[src/rtl/uart_rx_cfg_if.sv]
// Receive-side word handshake between the UART receiver and its consumer.
interface uart_rx_cfg_if #(
    parameter int unsigned DATA_BITS = 8
);
    logic [DATA_BITS-1:0] parallel_out;
    logic                 data_valid;
    logic                 data_ack;
    logic                 parity_err;
    logic                 frame_err;
    logic                 overrun_err;

    // Receiver side: produces words and flags, consumes the ack.
    modport master (
        output parallel_out,
        output data_valid,
        output parity_err,
        output frame_err,
        output overrun_err,
        input  data_ack
    );

    // Consumer side.
    modport slave (
        input  parallel_out,
        input  data_valid,
        input  parity_err,
        input  frame_err,
        input  overrun_err,
        output data_ack
    );
endinterface

[src/rtl/uart_rx_cfg.sv]
// Configurable UART receiver: glitch-filtered start detection, configurable data width,
// parity and stop bits, parity/framing/overrun flags and a valid/ack word handshake.
module uart_rx_cfg #(
    parameter int unsigned CLK_FREQ  = 50_000_000,
    parameter int unsigned BAUD      = 115_200,
    parameter int unsigned DATA_BITS = 8,
    parameter int unsigned PARITY    = 0,
    parameter int unsigned STOP_BITS = 1
) (
    input  logic          clk_i,
    input  logic          rst_i,
    input  logic          serial_in_i,
    output logic          busy_o,
    uart_rx_cfg_if.master rx_if
);
    localparam int unsigned CPB  = CLK_FREQ / BAUD;
    localparam int unsigned HALF = CPB / 2;
    localparam int unsigned CntW = $clog2(CPB) + 1;

    typedef enum logic [2:0] {
        StIdle,
        StStart,
        StData,
        StParity,
        StStop,
        StWaitHigh
    } state_e;

    logic                 sync1_q, sync2_q;
    logic                 rx_s;
    state_e               state_q, state_d;
    logic [CntW-1:0]      cnt_q, cnt_d;
    logic [3:0]           bit_q, bit_d;
    logic [DATA_BITS-1:0] shift_q, shift_d;
    logic                 perr_q, perr_d;
    logic                 ferr_q, ferr_d;
    logic                 commit_q, commit_d;
    logic                 tick;

    logic [DATA_BITS-1:0] pout_q;
    logic                 valid_q, pe_q, fe_q, ov_q;

    assign rx_s = sync2_q;

    // Two-flop synchroniser for the asynchronous line; resets to idle-high.
    always_ff @(posedge clk_i) begin
        if (rst_i) begin
            sync1_q <= 1'b1;
            sync2_q <= 1'b1;
        end else begin
            sync1_q <= serial_in_i;
            sync2_q <= sync1_q;
        end
    end

    // Frame FSM and datapath state registers.
    always_ff @(posedge clk_i) begin
        if (rst_i) begin
            state_q  <= StIdle;
            cnt_q    <= '0;
            bit_q    <= '0;
            shift_q  <= '0;
            perr_q   <= 1'b0;
            ferr_q   <= 1'b0;
            commit_q <= 1'b0;
        end else begin
            state_q  <= state_d;
            cnt_q    <= cnt_d;
            bit_q    <= bit_d;
            shift_q  <= shift_d;
            perr_q   <= perr_d;
            ferr_q   <= ferr_d;
            commit_q <= commit_d;
        end
    end

    // Next-state logic: the counter reloads on every sample, so it never wraps.
    always_comb begin
        state_d  = state_q;
        cnt_d    = cnt_q;
        bit_d    = bit_q;
        shift_d  = shift_q;
        perr_d   = perr_q;
        ferr_d   = ferr_q;
        commit_d = 1'b0;
        tick     = (state_q == StStart) ? (cnt_q == CntW'(HALF - 1))
                                        : (cnt_q == CntW'(CPB - 1));

        if (state_q != StIdle && state_q != StWaitHigh) begin
            cnt_d = tick ? '0 : cnt_q + 1'b1;
        end

        case (state_q)
            StIdle: begin
                if (!rx_s) begin
                    state_d = StStart;
                    cnt_d   = '0;
                    bit_d   = '0;
                    perr_d  = 1'b0;
                    ferr_d  = 1'b0;
                end
            end
            StStart: begin
                // A line that is high again at mid start bit was a glitch.
                if (tick) state_d = rx_s ? StIdle : StData;
            end
            StData: begin
                if (tick) begin
                    shift_d = {rx_s, shift_q[DATA_BITS-1:1]};
                    if (bit_q == 4'(DATA_BITS - 1)) begin
                        bit_d   = '0;
                        state_d = (PARITY != 0) ? StParity : StStop;
                    end else begin
                        bit_d = bit_q + 1'b1;
                    end
                end
            end
            StParity: begin
                if (tick) begin
                    perr_d  = ((^shift_q) ^ rx_s) != (PARITY == 1);
                    state_d = StStop;
                end
            end
            StStop: begin
                if (tick) begin
                    if (!rx_s) ferr_d = 1'b1;
                    if (bit_q == 4'(STOP_BITS - 1)) begin
                        commit_d = 1'b1;
                        // Leave mid stop bit so back-to-back frames are caught.
                        state_d  = (ferr_q || !rx_s) ? StWaitHigh : StIdle;
                    end else begin
                        bit_d = bit_q + 1'b1;
                    end
                end
            end
            StWaitHigh: begin
                // Swallow a break: only one word until the line returns high.
                if (rx_s) state_d = StIdle;
            end
            default: state_d = StIdle;
        endcase
    end

    // Word commit and handshake; a commit wins over a same-cycle ack.
    always_ff @(posedge clk_i) begin
        if (rst_i) begin
            pout_q  <= '0;
            valid_q <= 1'b0;
            pe_q    <= 1'b0;
            fe_q    <= 1'b0;
            ov_q    <= 1'b0;
        end else begin
            ov_q <= 1'b0;
            if (commit_q) begin
                pout_q  <= shift_q;
                pe_q    <= perr_q;
                fe_q    <= ferr_q;
                valid_q <= 1'b1;
                ov_q    <= valid_q & ~rx_if.data_ack;
            end else if (rx_if.data_ack) begin
                valid_q <= 1'b0;
            end
        end
    end

    assign rx_if.parallel_out = pout_q;
    assign rx_if.data_valid   = valid_q;
    assign rx_if.parity_err   = pe_q;
    assign rx_if.frame_err    = fe_q;
    assign rx_if.overrun_err  = ov_q;
    assign busy_o             = (state_q != StIdle);

endmodule
[src/flat_wrapper.sv]
// flat-port wrapper written by rule: the top's interface ports become plain ports
module uart_rx_cfg_flat 
#(
    parameter int unsigned CLK_FREQ  = 50_000_000,
    parameter int unsigned BAUD      = 115_200,
    parameter int unsigned DATA_BITS = 8,
    parameter int unsigned PARITY    = 0,
    parameter int unsigned STOP_BITS = 1
)
  (clk_i, rst_i, serial_in_i, busy_o, rx_if_parallel_out, rx_if_data_valid, rx_if_parity_err, rx_if_frame_err, rx_if_overrun_err, rx_if_data_ack);
  uart_rx_cfg_if #(.DATA_BITS(DATA_BITS)) rx_if_i ();
  input  logic clk_i;
  input  logic rst_i;
  input  logic serial_in_i;
  output logic busy_o;
  output wire logic [$bits(rx_if_i.parallel_out)-1:0] rx_if_parallel_out;
  output wire logic [$bits(rx_if_i.data_valid)-1:0] rx_if_data_valid;
  output wire logic [$bits(rx_if_i.parity_err)-1:0] rx_if_parity_err;
  output wire logic [$bits(rx_if_i.frame_err)-1:0] rx_if_frame_err;
  output wire logic [$bits(rx_if_i.overrun_err)-1:0] rx_if_overrun_err;
  input wire logic [$bits(rx_if_i.data_ack)-1:0] rx_if_data_ack;
  assign rx_if_parallel_out = rx_if_i.parallel_out;
  assign rx_if_data_valid = rx_if_i.data_valid;
  assign rx_if_parity_err = rx_if_i.parity_err;
  assign rx_if_frame_err = rx_if_i.frame_err;
  assign rx_if_overrun_err = rx_if_i.overrun_err;
  assign rx_if_i.data_ack = rx_if_data_ack;
  uart_rx_cfg #(.CLK_FREQ(CLK_FREQ), .BAUD(BAUD), .DATA_BITS(DATA_BITS), .PARITY(PARITY), .STOP_BITS(STOP_BITS)) u_core (.clk_i(clk_i), .rst_i(rst_i), .serial_in_i(serial_in_i), .busy_o(busy_o), .rx_if(rx_if_i));
endmodule
[config.mk]
export PLATFORM = sky130hd
export DESIGN_NAME = uart_rx_cfg_flat
export DESIGN_NICKNAME = d
export VERILOG_FILES = /design/src/rtl/uart_rx_cfg_if.sv /design/src/rtl/uart_rx_cfg.sv /design/src/flat_wrapper.sv
export SDC_FILE = /design/constraint.sdc
export NUM_CORES = 1
export LEC_CHECK = 0
export ABC_AREA = 1
export BUFFER_PORTS_ARGS = -buffer_cell sky130_fd_sc_hd__buf_2
export CAP_MARGIN = 20
export CORE_UTILIZATION = 34
export DETAILED_ROUTE_END_ITERATION = 16
export PLACE_DENSITY = 0.56
export SKIP_LAST_GASP = 1
export SLEW_MARGIN = 0
export SYNTH_ARGS = -nofsm -noshare
export SYNTH_HDL_FRONTEND = slang
export SYNTH_SLANG_ARGS = --single-unit
[constraint.sdc]
create_clock -name clk_i -period 3.8 [get_ports clk_i]
set_clock_uncertainty 0.1 [all_clocks]
set_input_delay 0.38 -clock clk_i [delete_from_list [all_inputs] [get_ports clk_i]]
set_output_delay 0.38 -clock clk_i [all_outputs]
set_load 0.02 [all_outputs]
---- Word level (Yosys, flattened, before mapping) ----
Cells that the tools add are included.
word-level totals
  output and inout bits ................... 13
  input bits .............................. 4
  flip-flop bits (word level) ............. 42
  word-level logic and storage cells ...... 90
operators by class
  $add $sub $neg .......................... 2
  reductions and logical operators ........ 18
  bitwise logic cells ..................... 6
  equality and inequality tests ........... 19
  mux-type cells .......................... 31
operators by type and width
  operator                                         count
  2-to-1 mux 10 bit                                4
  2-to-1 mux 3 bit                                 9
  2-to-1 mux 4 bit                                 5
  case mux 3 bit (6 select lines)                  1
  != test 2 x 1 -> 1 bit (second input constant)   7
  case mux 4 bit (3 select lines)                  1
  adder 10 x 1 -> 10 bit (second input constant)   1
  == test 10 x 8 -> 1 bit (second input constant)  1
  == test 10 x 9 -> 1 bit (second input constant)  1
  2-to-1 mux 1 bit                                 8
  AND reduction 8 bit                              1
  XOR reduction 8 bit                              1
  == test 3 x 2 -> 1 bit (second input constant)   2
  == test 3 bit (second input constant)            2
  != test 2 bit (second input constant)            3
  nonzero test 2 bit                               3
  nonzero test 3 bit                               2
  AND reduction 5 bit                              1
  adder 4 x 1 -> 4 bit (second input constant)     1
  == test 4 x 3 -> 1 bit (second input constant)   1
  logical NOT 4 bit                                1
  NOT 1 bit                                        4
  case mux 1 bit (2 select lines)                  2
  AND reduction 4 bit                              1
  other kinds (13)                                 13

---- Longest topological paths before layout ----
  depth in word-level cells ............... 6
  depth in mapped cells ................... 11
  gate-level depth less buffers ........... 11

---- Worst setup path after synthesis ----
No wires, ideal clock.
  kind .................................... flip-flop to flip-flop
  start ................................... register u_core.state_q[0]
  end ..................................... register u_core.bit_q[2]
  required time ........................... 3,587 ps
  buffers on the path ..................... 0
  data arrival time ....................... 1,372 ps
  stages on the path, launching flop included .. 10
  slack ................................... 2,215 ps
  clock period less this slack ............ 1,585 ps
  setup time .............................. 113 ps
  cells stage by stage .................... dfxtp_1 > nand2_1 > nor2_1 > nand2_1 > nand2_2 > nand3_4 > a21oi_1 > nand4_1 > nand2_1 > nor2_1
on the way
  longest elaborated chain between the ends .. 4
  elaborated cells on any way between the ends .. 12
  those cells by class .................... eq/ne: 7; mux: 2; reduce/logical: 3
RTL lines
  item                              RTL line           RTL
  start, declared                   uart_rx_cfg.sv:31  state_e state_q, state_d;
  start signal, assigned            uart_rx_cfg.sv:59  state_q <= StIdle;
  start signal, assigned            uart_rx_cfg.sv:67  state_q <= state_d;
  == test 3 x 1 -> 1 bit            uart_rx_cfg.sv:86  tick = (state_q == StStart) ? (cnt_q == CntW'(HALF - 1))
  2-to-1 mux 1 bit                  uart_rx_cfg.sv:86
  != test 2 x 1 -> 1 bit (no line)  --
  AND reduction 5 bit (no line)     --
  end signal, assigned              uart_rx_cfg.sv:69  bit_q <= bit_d;
  end, declared                     uart_rx_cfg.sv:33  logic [3:0] bit_q, bit_d;
Parallel ways exist; a longest one is shown, timed or not.
A chain may end at the register's enable or synchronous reset.

---- Final worst setup path ----
  start ................................... register u_core.state_q[2]
  end ..................................... register u_core.bit_q[2]
Same word-level chain as after synthesis.

==> flow_results.org <==
** Die
- For this configuration, the core starts out at a cell density of between 30% and 40%.
- Measured along the y axis, the die boundary spans 79.7 um.
- Row generation in the floorplan step produced 27 rows.
- The floorplan step defined a die boundary enclosing around 6300 um^2.
- Std-Cell Core Area :: around 5700 um^2
- Count of boundary I/O pins :: 17
- Width of the chip :: ~80 um

** Synthesis
- Avg Synthesized Cell Area :: 7.43 um^2
- In this run, distinct cell masters in the synthesized netlist total 31.
- Yosys warnings :: 0
- Post-synthesis sequential element count :: 42
- Net count after synthesis :: roughly 280
- Share of the yosys chip area belonging to registers :: between 40% and 50%
- EDFF count, synth :: 0
- Post-synthesis cell count :: ~280
- Prevailing post-synth register cell :: sky130_fd_sc_hd__dfxtp_1
- Share of synthesized flip-flops with an asynchronous set or reset :: 0%
- Summing every instance area after synthesis gives between 2000 and 2500 um^2.

** Job
- Across the run, the number of max-cap violations was 0.

** Critical path
- For this design, the slowest cell found on the critical path is sky130_fd_sc_hd__dfxtp_1.
- The worst setup path is launched from a register.
- The critical path is of the reg -> reg type.
- CP Data Required Time :: 3890 ps
- Walking the worst path, the cells encountered are inv_2, nand3_1, nand3_1, nand2_1, nand3_4, a21oi_1, nand4_1, nand2_1, nor2_1.
- Along the worst path, the maximum fanout reaches 8.
- For this run, the slowest stage of the critical path takes about 460 ps.
- STA classifies the critical path endpoint as a register.
- WP data arrival :: ~2000 ps

** Cells and area
- In the layout the commonest cells are 65 x sky130_fd_sc_hd__nor2_1, 42 x sky130_fd_sc_hd__dfxtp_1, 39 x sky130_fd_sc_hd__nand2_1.
- Cells with a size suffix above 1 make up around 15% of the layout.
- Post-layout nets :: 302
- Most common cell after layout, fill and taps aside :: sky130_fd_sc_hd__nor2_1
- Final antenna diode count :: 0
- Relative to the synthesized area, the layout overhead comes to 12.6%.
- The finished layout holds about 370 standard cells, fillers aside.
- The finished cells cover 2310 um^2.

** Pwr
- In this run the static leakage power is 1.01 nW.
- Across the VDD grid, the largest voltage drop is between 0.0002 and 0.0003 V.
- In this run the power density over the cells is 538 nW/um^2.

** STA
- Max frequency :: between 500 and 600 MHz
- Counting I/O delays and the setup requirement, the final critical path takes approximately 1900 ps.
- The number of hold-slack violations in the final timing report is 0.
- Setup repair after global routing left no endpoint under its margin.
- Setup violations remaining at the end of the flow were counted as 0.
- Setup total negative slack on the finished layout was measured at 0 ps.
- Slew headroom :: 54.2%
- At the pin with the least slew margin, the transition time is around 690 ps.
- Dividing the final minimum period by the clock period gives roughly 50%.
- Count of pins over their slew limit :: 0

** Placed design
- Detail Placement HPWL :: around 3000 um
- Final weighted congestion of routability-driven global placement :: about 0.87
- Counting tap cells, the placed design contains a total of 360 instances.
- Buffers added on ports :: 16
- In this run the cell area measured after placement is between 2000 and 2500 um^2.

** Min path
- Tightest Hold Check Type :: in -> reg

** CTS
- For the worst-skew pair, the clock arrives at the later sink with an insertion delay of 290 ps.
- After clock tree synthesis, the flow added hold-fix buffers numbering 0.
- Post_cts resized :: 0
- The number of clock buffers added by TritonCTS is 5.
- After clock tree synthesis, the clock-pin slew on the worst setup and hold paths is 80 ps.
- No sink is reached through more buffers than the 2 on the longest clock path.
- The tree is rooted in a sky130_fd_sc_hd__clkbuf_8.
- Number of setup buffers added after CTS :: 0
- TritonCTS clock tree :: yes
- Total clock sinks :: 42
- The H-tree was split into 2 levels.

** Global routing
- Maximum number of pins on one net before global-route repair :: 27
- In the global route stage, overall resource usage came out at between 10% and 20%.
- GRT Residual Overflow :: 0
- The number of antenna violations at the first check in global routing came to 0.
- The first global-routing pass estimated around 7400 um of wire.
- The via count of the first global-routing pass is approximately 1600.

** Detailed routing
- Wire length per cell after detailed routing :: approximately 11 um
- Total length of routed wires :: between 4000 and 5000 um
- After the first detailed-routing iteration, the DRC count stood at between 80 and 90.
- The final route contains around 1700 vias.
- After detailed routing, the number of remaining DRC violations is 0.
- After detailed routing, the number of vias per cell comes to 4.72.
- The count of nets left with antenna violations once routing finished came out at 0.
- DR pass1 iterations :: 4

** Outcome
- The flow ran to the end, and the final reports show no timing, DRC or antenna violations.
flip-flops by register name (all words and copies together), names as in the netlist, 3 cells and up:
register                   cells
u_core.bit_q                   4
u_core.shift_q                 8
u_core.cnt_q                  10
u_core.rx_if.parallel_out      8
u_core.state_q                 3
layout make-up:
| type | count | area, um^2 |
|---|---|---|
| Multi-Input combinational cell | 203 | 1090 |
| Clock inverter | 1 | 30.0 |
| Timing Repair Buffer | 16 | 80.1 |
| Inverter | 27 | 101 |
| Tap cell | 72 | 90.1 |
| Fill cell | 614 | 3370 |
| Sequential cell | 42 | 841 |
| Clock buffer | 7 | 76.3 |
cells in the mapped netlist (all sizes together), types with 3 or more instances:
cell,number,area [um^2]
nor2,70,300
nand2,44,188
dfxtp,42,841
inv,27,101
o21ai,25,125
nand3,14,82.6
a21oi,13,87.6
xor2,6,52.6
nand4,5,31.3
nor3,5,30.0
nor3b,4,35.0
xnor2,4,35.0
clkbuf,3,11.3
ha,3,37.5
or2,3,18.8
report_power, final:
part	total (W)	internal (W)	leakage, nW	switching [W]
registers	0.000515	0.000475	0.340	0.0000404
logic	0.000385	0.000135	0.618	0.000251
clock network	0.000343	0.000197	0.0524	0.000146
stage by stage:
step,setup slack [ps],util (%),hold slack (ps),total power [W]
3_3_place_gp,1740,38.8,300,0.000905
3_5_place_dp,1710,38.8,302,0.000909
5_1_grt,1720,40.7,178,0.00132
4_1_cts,1880,40.7,166,0.00125
6_report,1900,40.7,173,0.00124
2_1_floorplan,2210,-,289,0.000833
per-layer routing:
| metal | wire length [um] | GRT usage [%] | up-vias |
|---|---|---|---|
| li1 | - | - | 923 |
| met1 | 2070 | 19.5 | 788 |
| met2 | 1960 | 24.3 | 20 |
| met3 | 121 | 3.54 | 6 |
| met4 | 51 | 4.36 | 0 |
| met5 | 0 | 0 | - |
worst paths after layout:
kind,start,endpoint,slack [ps],depth (start not counted)
setup reg to reg,u_core.state_q[2]$_SDFFE_PP0P_,u_core.bit_q[2]$_SDFFE_PP0P_,1900,9
hold reg to reg,u_core.sync1_q$_SDFF_PP1_,u_core.rx_s$_SDFF_PP1_,320,1
setup / recovery,u_core.state_q[2]$_SDFFE_PP0P_,u_core.bit_q[2]$_SDFFE_PP0P_,1900,9
hold / removal,serial_in_i,u_core.sync1_q$_SDFF_PP1_,170,2
logic make-up after synthesis:
logic type | synth area share, %
buffers and inverters | 5.85
AOI/OAI and AO/OA | 12.3
DFF | 41.0
xor gates and xnor gates | 4.27
adders and majority gates | 1.83
and+or+nand+nor | 34.8
worst max-delay path: cells and delay by family (launching register included):
kind                   cells  cell delay, ps
DFF                        1             460
and+or+nand+nor            7             760
AOI/OAI and AO/OA          1             350
buffers and inverters      1             130
Note: power is estimated with default switching activity, not from simulation.
